$ cat config.mk
export PLATFORM = sky130hd
export DESIGN_NAME = absorb_load_datapath
export DESIGN_NICKNAME = d
export VERILOG_FILES = /design/src/rtl/absorb_load_datapath.sv
export SDC_FILE = /design/constraint.sdc
export NUM_CORES = 2
export LEC_CHECK = 0
export BUFFER_PORTS_ARGS = -buffer_cell sky130_fd_sc_hd__buf_2
export CELL_PAD_IN_SITES_DETAIL_PLACEMENT = 1
export CELL_PAD_IN_SITES_GLOBAL_PLACEMENT = 1
export CORE_AREA = 10 10 552 554
export DETAILED_ROUTE_END_ITERATION = 12
export DIE_AREA = 0 0 562 564
export PLACE_DENSITY = 0.46
export REMOVE_ABC_BUFFERS = 1
export SYNTH_ARGS = -nofsm -noshare
export SYNTH_HDL_FRONTEND = slang
export SYNTH_SLANG_ARGS = --single-unit
$ cat constraint.sdc
create_clock -name clk -period 10.1 [get_ports clk]
set_clock_uncertainty 0.05 [all_clocks]
set_input_delay 2.525 -clock clk [delete_from_list [all_inputs] [get_ports clk]]
set_output_delay 2.525 -clock clk [all_outputs]
set_load 0.1 [all_outputs]
$ cat src/rtl/absorb_load_datapath.sv
// Packs W-bit message words into one rate-sized block, applies SHAKE pad10*1 padding and flags the final block.
// block_valid rises the cycle after the closing word (or pad cycle); block_out is held until block_ready is seen.
module absorb_load_datapath #(
  parameter int         W                 = 64,
  parameter int         RATE_MAX          = 1344,
  parameter logic [1:0] SHAKE256_MODE_VEC = 2'b01
) (
  input  logic                clk,
  input  logic                rst,
  input  logic                start,
  input  logic [31:0]         input_size,
  input  logic [1:0]          operation_mode,
  input  logic [W-1:0]        data_in,
  input  logic                data_in_valid,
  output logic                data_in_ready,
  output logic [RATE_MAX-1:0] block_out,
  output logic                block_valid,
  input  logic                block_ready,
  output logic                last_block,
  output logic                busy
);

  localparam int LANES = W / 8;
  localparam int MAXW  = RATE_MAX / W;
  localparam int WCW   = $clog2(MAXW + 1);
  localparam int BW    = $clog2(RATE_MAX);

  typedef enum logic [1:0] {IDLE, FILL, PAD, HOLD} state_t;

  state_t              state_q, state_d;
  logic [28:0]         rem_q, rem_d;
  logic [WCW-1:0]      rate_words_q, rate_words_d;
  logic [WCW-1:0]      word_cnt_q, word_cnt_d;
  logic                suffix_q, suffix_d;
  logic [RATE_MAX-1:0] buf_q, buf_d;
  logic                ready_q, ready_d;
  logic                valid_q, valid_d;
  logic                last_q, last_d;
  logic                busy_q, busy_d;

  logic [WCW-1:0]      wc_inc;
  logic [W-1:0]        wr_word;
  logic [BW-1:0]       wr_base;
  logic [BW-1:0]       top_bit;

  always_comb begin
    state_d      = state_q;
    rem_d        = rem_q;
    rate_words_d = rate_words_q;
    word_cnt_d   = word_cnt_q;
    suffix_d     = suffix_q;
    buf_d        = buf_q;
    wc_inc       = word_cnt_q + 1'b1;
    wr_word      = data_in;
    wr_base      = BW'(int'(word_cnt_q) * W);
    top_bit      = BW'(int'(rate_words_q) * W - 1);

    case (state_q)
      IDLE: begin
        if (start) begin
          rem_d        = input_size[31:3];
          rate_words_d = (operation_mode == SHAKE256_MODE_VEC) ? WCW'(17) : WCW'(21);
          buf_d        = '0;
          word_cnt_d   = '0;
          suffix_d     = 1'b0;
          state_d      = (input_size[31:3] != '0) ? FILL : PAD;
        end
      end
      FILL: begin
        if (data_in_valid && ready_q) begin
          if (rem_q >= 29'(LANES)) begin
            rem_d = rem_q - 29'(LANES);
          end else begin
            // Short final word: zero the unused lanes and drop the suffix right after the data
            for (int i = 0; i < LANES; i++) begin
              if (i == int'(rem_q))
                wr_word[8*i +: 8] = 8'h1F;
              else if (i > int'(rem_q))
                wr_word[8*i +: 8] = 8'h00;
            end
            rem_d    = '0;
            suffix_d = 1'b1;
          end
          buf_d[wr_base +: W] = wr_word;
          word_cnt_d          = wc_inc;
          if (wc_inc == rate_words_q)
            state_d = HOLD;
          else if (rem_d == '0 && !suffix_d)
            state_d = PAD;
          else if (suffix_d)
            state_d = HOLD;
        end
      end
      PAD: begin
        buf_d[wr_base +: 8] = 8'h1F;
        suffix_d            = 1'b1;
        state_d             = HOLD;
      end
      HOLD: begin
        if (block_ready) begin
          buf_d      = '0;
          word_cnt_d = '0;
          if (suffix_q)
            state_d = IDLE;
          else
            state_d = (rem_q == '0) ? PAD : FILL;
        end
      end
      default: state_d = IDLE;
    endcase

    // Closing pad bit lands in the last rate byte as the final block is sealed
    if (state_d == HOLD && state_q != HOLD && suffix_d)
      buf_d[top_bit] = 1'b1;

    ready_d = (state_d == FILL);
    valid_d = (state_d == HOLD);
    last_d  = (state_d == HOLD) && suffix_d;
    busy_d  = (state_d != IDLE);
  end

  always_ff @(posedge clk) begin
    if (!rst) begin
      state_q      <= IDLE;
      rem_q        <= '0;
      rate_words_q <= '0;
      word_cnt_q   <= '0;
      suffix_q     <= 1'b0;
      buf_q        <= '0;
      ready_q      <= 1'b0;
      valid_q      <= 1'b0;
      last_q       <= 1'b0;
      busy_q       <= 1'b0;
    end else begin
      state_q      <= state_d;
      rem_q        <= rem_d;
      rate_words_q <= rate_words_d;
      word_cnt_q   <= word_cnt_d;
      suffix_q     <= suffix_d;
      buf_q        <= buf_d;
      ready_q      <= ready_d;
      valid_q      <= valid_d;
      last_q       <= last_d;
      busy_q       <= busy_d;
    end
  end

  assign data_in_ready = ready_q;
  assign block_out     = buf_q;
  assign block_valid   = valid_q;
  assign last_block    = last_q;
  assign busy          = busy_q;

endmodule
# --- Yosys cells after proc, flatten, opt, wreduce, memory -nomap -nowiden ---
# Cells that the tools add are included.
# W data, S select, Z words.
classes:
  n_bitwise: 1
  reduce_logical: 18
  n_addsub: 4
  order_cmp: 10
  muxes: 54
  n_shift: 4
  n_eq_ne: 18
op_table:
  columns: ["cell", "n"]
  rows:
  - ["$mux W1344", 4]
  - ["$pmux W1344 S4", 1]
  - ["$bwmux W1344", 2]
  - ["$or A1344 B1344 Y1344", 1]
  - ["$shift A64 B13 Y1344 const A", 1]
  - ["$shift A8 B13 Y1344 const A", 1]
  - ["$shiftx A64 B13 Y1344", 1]
  - ["$shiftx A8 B13 Y1344 const A", 1]
  - ["$mux W64", 3]
  - ["$mux W29", 5]
  - ["$mux W8", 15]
  - ["$eq A4 B29 Y1 const A", 4]
  - ["$gt A3 B29 Y1 const A", 4]
  - ["$logic_not A29 Y1", 3]
  - ["$eq A3 B29 Y1 const A", 2]
  - ["$gt A2 B29 Y1 const A", 2]
  - ["$pmux W29 S2", 1]
  - ["$eq A2 B29 Y1 const A", 1]
  - ["$ge A29 B4 Y1 const B", 1]
  - ["$gt A1 B29 Y1 const A", 1]
  - ["$reduce_bool A29 Y1", 1]
  - ["$sub A29 B4 Y29 const B", 1]
  - ["$mux W2", 9]
  - ["$mux W5", 3]
  - ["other kinds (23)", 41]
word_totals:
  in_bits: 103
  word_cells: 119
  ff_bits: 1390
  out_inout_bits: 1348

# --- Longest topological paths before layout ---
depth:
  ltp_word: 14
  depth_mapped: 13
  ltp_nobuf: 9

# --- Worst setup path after synthesis ---
# No wires, ideal clock.
synth_path:
  path_type: "input-to-reg"
  start: "input data_in_valid"
  end: "register buf_q[1244] (netlist: block_out[1244])"
  t_required_ns: 9.922
  slack_ns: 5.508
  stages: 10
  path_buffers: 3
  arrival_time_ns: 4.415
  setup_ns: 0.128
  path_cell_list: "nand3_1 > a21o_1 > and2_1 > nor2_1 > clkbuf_1 > clkbuf_1 > o21ai_1 > clkbuf_1 > a22oi_1 > nor2_1"
synth_between:
  elab_chain_cells: 7
  elab_cells_between_ends: 12
  cone_classes: "1 x eq/ne; 7 x mux; 1 x bitwise; 3 x reduce/logical"
synth_lines:
  columns: ["item", "line", "text"]
  rows:
  - ["from (decl)", "14", "input logic data_in_valid,"]
  - ["$logic_and A1 B1 Y1 (*)", "70", "if (data_in_valid && ready_q) begin"]
  - ["$mux W2", "70", null]
  - ["$pmux W2 S4", "58", "case (state_q)"]
  - ["$eq A2 B2 Y1", "113", "if (state_d == HOLD && state_q != HOLD && suffix_d)"]
  - ["$logic_and A1 B1 Y1 (2 in a row)", "113", null]
  - ["$mux W1344 (*)", "113", null]
  - ["to (signal assigned)", "140", "buf_q <= buf_d;"]
  - ["to (decl)", "35", "logic [RATE_MAX-1:0] buf_q, buf_d;"]
# Mark *: on every way between the ends. The rest lies on a longest branch, timed or not.
# A chain may end at the register's enable or synchronous reset.

# --- Worst setup path after layout ---
layout_path:
  start: "input data_in_valid"
  end: "register buf_q[984] (netlist: block_out[984])"
# Same word-level chain as after synthesis.

==> summary by stage <==
CTS
Buffers added to address setup during post-CTS repair amount to 0. The maximum root-to-sink buffer count is 4. The clock latency on the worst-skew pair is ~0.82 ns. CTS saw around 1400 sinks. The clock root buffer is clkbuf_16. The CTS tree is yes. Buffers inserted during clock tree synthesis total 170.

The clock-pin slew of the registers on the worst-case setup and hold paths is about 0.06 ns. The number of gates resized after CTS is 0. Buffers inserted to repair hold after CTS numbered 0. The H-tree generated during clock tree synthesis spans 4 levels.

Floorplan
Once the floorplan was initialized, standard cells occupied between 10% and 20% of the core. The die area is 0.317 mm2. The vertical die dimension is between 500 and 600 um.

The placeable core region is 0.293 mm2. The chip width is 562 um. The floorplan has roughly 200 rows. The number of primary I/O pins is 1451.

Setup path
The maximum fanout encountered on the critical timing path is 35. The critical path in this run is classified as primary input to register. STA puts the critical path data required time at about 11 ns. The worst setup path is captured at a register. The worst endpoint data arrival time is slightly above 6 ns. STA classifies the critical path startpoint as a primary input.

Route
The length of the first detailed-routing pass in iterations is 5. The residual antenna-violating net count after detailed routing is 0. In the routed layout, each cell is associated on average with a via count of between 4 and 5. The routed layout has 49789 vias.

The average wire per cell in the routed design is approximately 32 um. The sum of routed wire length over all layers is ~340 mm. In the routed design, unresolved DRC markers number 0. The met3 wire length is 29.8 mm. The routed length on met2 is between 150 and 200 mm. The highest metal layer used by the detailed router is met5. In this run, the number of DRC markers left after iteration 0 of detailed routing was 4118.

The length of routed wiring on met1 is roughly 140 mm.

Global route
The initial antenna violation count is between 60 and 70. Global routing used 20.4% of the available tracks. Entering global routing, the biggest net connects 200 pins.

The via count of the first global-routing pass is about 50000. The first global-routing pass estimated between 400 and 500 mm of wire. The global-route congestion overflow total is 0.

Synth
The post-synthesis async set-or-reset flop share is 0%. Of the post-synthesis cell area, the part taken by muxes is less than 1%. After Yosys synthesis, XOR and XNOR cells account for less than 1% of the synthesized area.

The number of library cell types mapped by synthesis is 79. The most used flip-flop cell after synthesis is dfxtp_1. Yosys mapped a number of flops with a built-in enable equal to 0. By area, the combinational part of the netlist is dominated by compound AO/OA/AOI/OAI gates. The complex-gate fraction of the synthesized area is approximately 23%. The portion of the post-synthesis area used by sequential elements is 56.3%.

The synthesized design devotes to its leading area cell type between 50% and 60% of total area. The number of synthesis warnings is 0. The register bit total from synthesis is 1387. The summed instance area of the synthesized netlist is 0.0493 mm2.

The synthesized netlist cell count is ~5400. After Yosys synthesis, full adders, half adders and majority gates account for 0.355% of the synthesized area. The mean area per synthesized cell is slightly above 9 um2. The synthesized design spends more area on one cell type than any other, namely dfxtp_1. After synthesis, the cell types taking the most area are dfxtp_1 56%, a22oi_1 16%, nor2_1 8.6%. The area fraction in and, or, nand and nor cells after synthesis is approximately 15%.

STA
Based on the critical path, the design can be clocked at up to ~180 MHz. The worst slew margin relative to its limit is between 6 and 7%. Setup repair after global routing left no endpoint under its margin. At the pin with the least slew margin, the transition time is 1.39 ns.

The count of final hold-check violations is 0. The number of setup violations in the final report is 0. In the finished design, the share of the clock period the worst path needs comes to 54.0%. After layout, the worst setup slack is 4.65 ns.

The count of final max-slew check failures came to 0. The final period demand of the worst path is 5.45 ns.

Finish
The layout cell share with drive strength beyond 1 is just under 30%. From synthesis to final layout, the design area changed by 35.2%. The final layout contains 6782 nets. Cells fill between 20% and 30% of the core in the end. The cell area after layout is about 0.067 mm2. Leaving out fill and tap cells, the most frequent cell in the layout is buf_2. The library cells used most frequently in the layout, excluding fill and tap cells, are 1446 x buf_2, 1387 x dfxtp_1, 1123 x nor2_1. The number of cells in the finished layout apart from fillers is ~11000.

Power
After layout, the design draws a total of 12900 uW. The leakage power is around 0.028 uW. The maximum resistive drop on vdd is ~120 uV. Dividing total power by cell area gives a power density of approximately 190 mW/mm2.

Placement
Timing analysis after detailed placement gives a worst setup slack of 3.82 ns. The placed instances occupy a cell area of about 0.061 mm2. The cell count after placement is between 10000 and 15000. The detailed-placement wirelength estimate is about 250 mm. The routability-driven placement congestion ratio is 0.821. Input and output buffers added on the ports amount to ~1400.

Min path
The type of the worst min-delay path is register to register.

Job
The count of max-cap constraint violations is 0.

Status
The run finished with clean final reports.
flip-flops by register name, indices dropped and copies added (netlist names):
name,flops
block_out,1344
block_valid,1
busy,1
data_in_ready,1
last_block,1
rate_words_q,2
rem_q,29
state_q,2
suffix_q,1
word_cnt_q,5
worst max-delay path, cell delays in order:
cell and delay, ns:
buf_2 0.09, nand3_1 0.21, a21o_1 0.53, and2_1 0.32
nor2_4 0.42, buf_4 0.53, o21ai_4 0.30, buf_4 0.35
a22oi_1 0.39, nor2_1 0.07
logic make-up after synthesis:
logic type / Yosys count
buffers and inverters: 574
AO/OA/AOI/OAI: 1666
multiplexers: 1
AND/OR/NAND/NOR: 1782
adder cells (fa/ha/maj): 14
XOR/XNOR: 14
flip-flops: 1387
layout make-up:
type	instances	area, um2
sequential	1387	27800
clock inverter	48	608
clock buffer	254	5080
tap	3919	4900
timing repair buffer	1606	8500
fill	34585	227000
inverter	23	93.8
antenna	27	67.6
multi-input combinational	3477	19700
per-stage QoR:
stage	hold slack, ns	setup TNS (ns)
after global placement	0.378	0
after global routing	0.422	0
after CTS	0.400	0
final	0.397	0
after floorplan	0.443	-1757.01
after detailed placement	0.387	0
power by group:
group	total (uW)	switching [uW]	internal, uW
combinational	1030	870	157
clock	6340	2620	3720
sequential	5520	28.9	5490
total	12900	3520	9360
Yosys cell counts (12+ instances only):
library cell	number
a21o_1	25
a21oi_1	86
a22oi_1	1034
a31oi_1	13
and2_1	22
buf_2	68
buf_4	15
buf_6	12
clkbuf_1	445
dfxtp_1	1387
ha_1	14
inv_1	21
nand2_1	326
nand3_1	125
nand4_1	15
nor2_1	1135
nor2b_1	15
nor3_1	31
nor4_1	19
o21ai_0	354
o21ai_1	44
or2_2	13
xnor2_1	12
final timing paths:
check	from	endpoint	slack, ns	depth (start not counted)
setup reg to reg	word_cnt_q[0]$_SDFFE_PN0P_	block_out[677]$_SDFFE_PN0P_	5.11	9
hold reg to reg	block_out[930]$_SDFFE_PN0P_	block_out[930]$_SDFFE_PN0P_	0.40	2
hold / removal	block_out[930]$_SDFFE_PN0P_	block_out[930]$_SDFFE_PN0P_	0.40	2
setup / recovery	data_in_valid	block_out[984]$_SDFFE_PN0P_	4.65	10
per-layer routing:
metal	track usage, %	vias up
met2	35.6	2060
met5	0	-
met4	6.08	2
li1	-	21730
met1	24.0	25582
met3	6.40	415
Power figures use the tool's default switching activity.
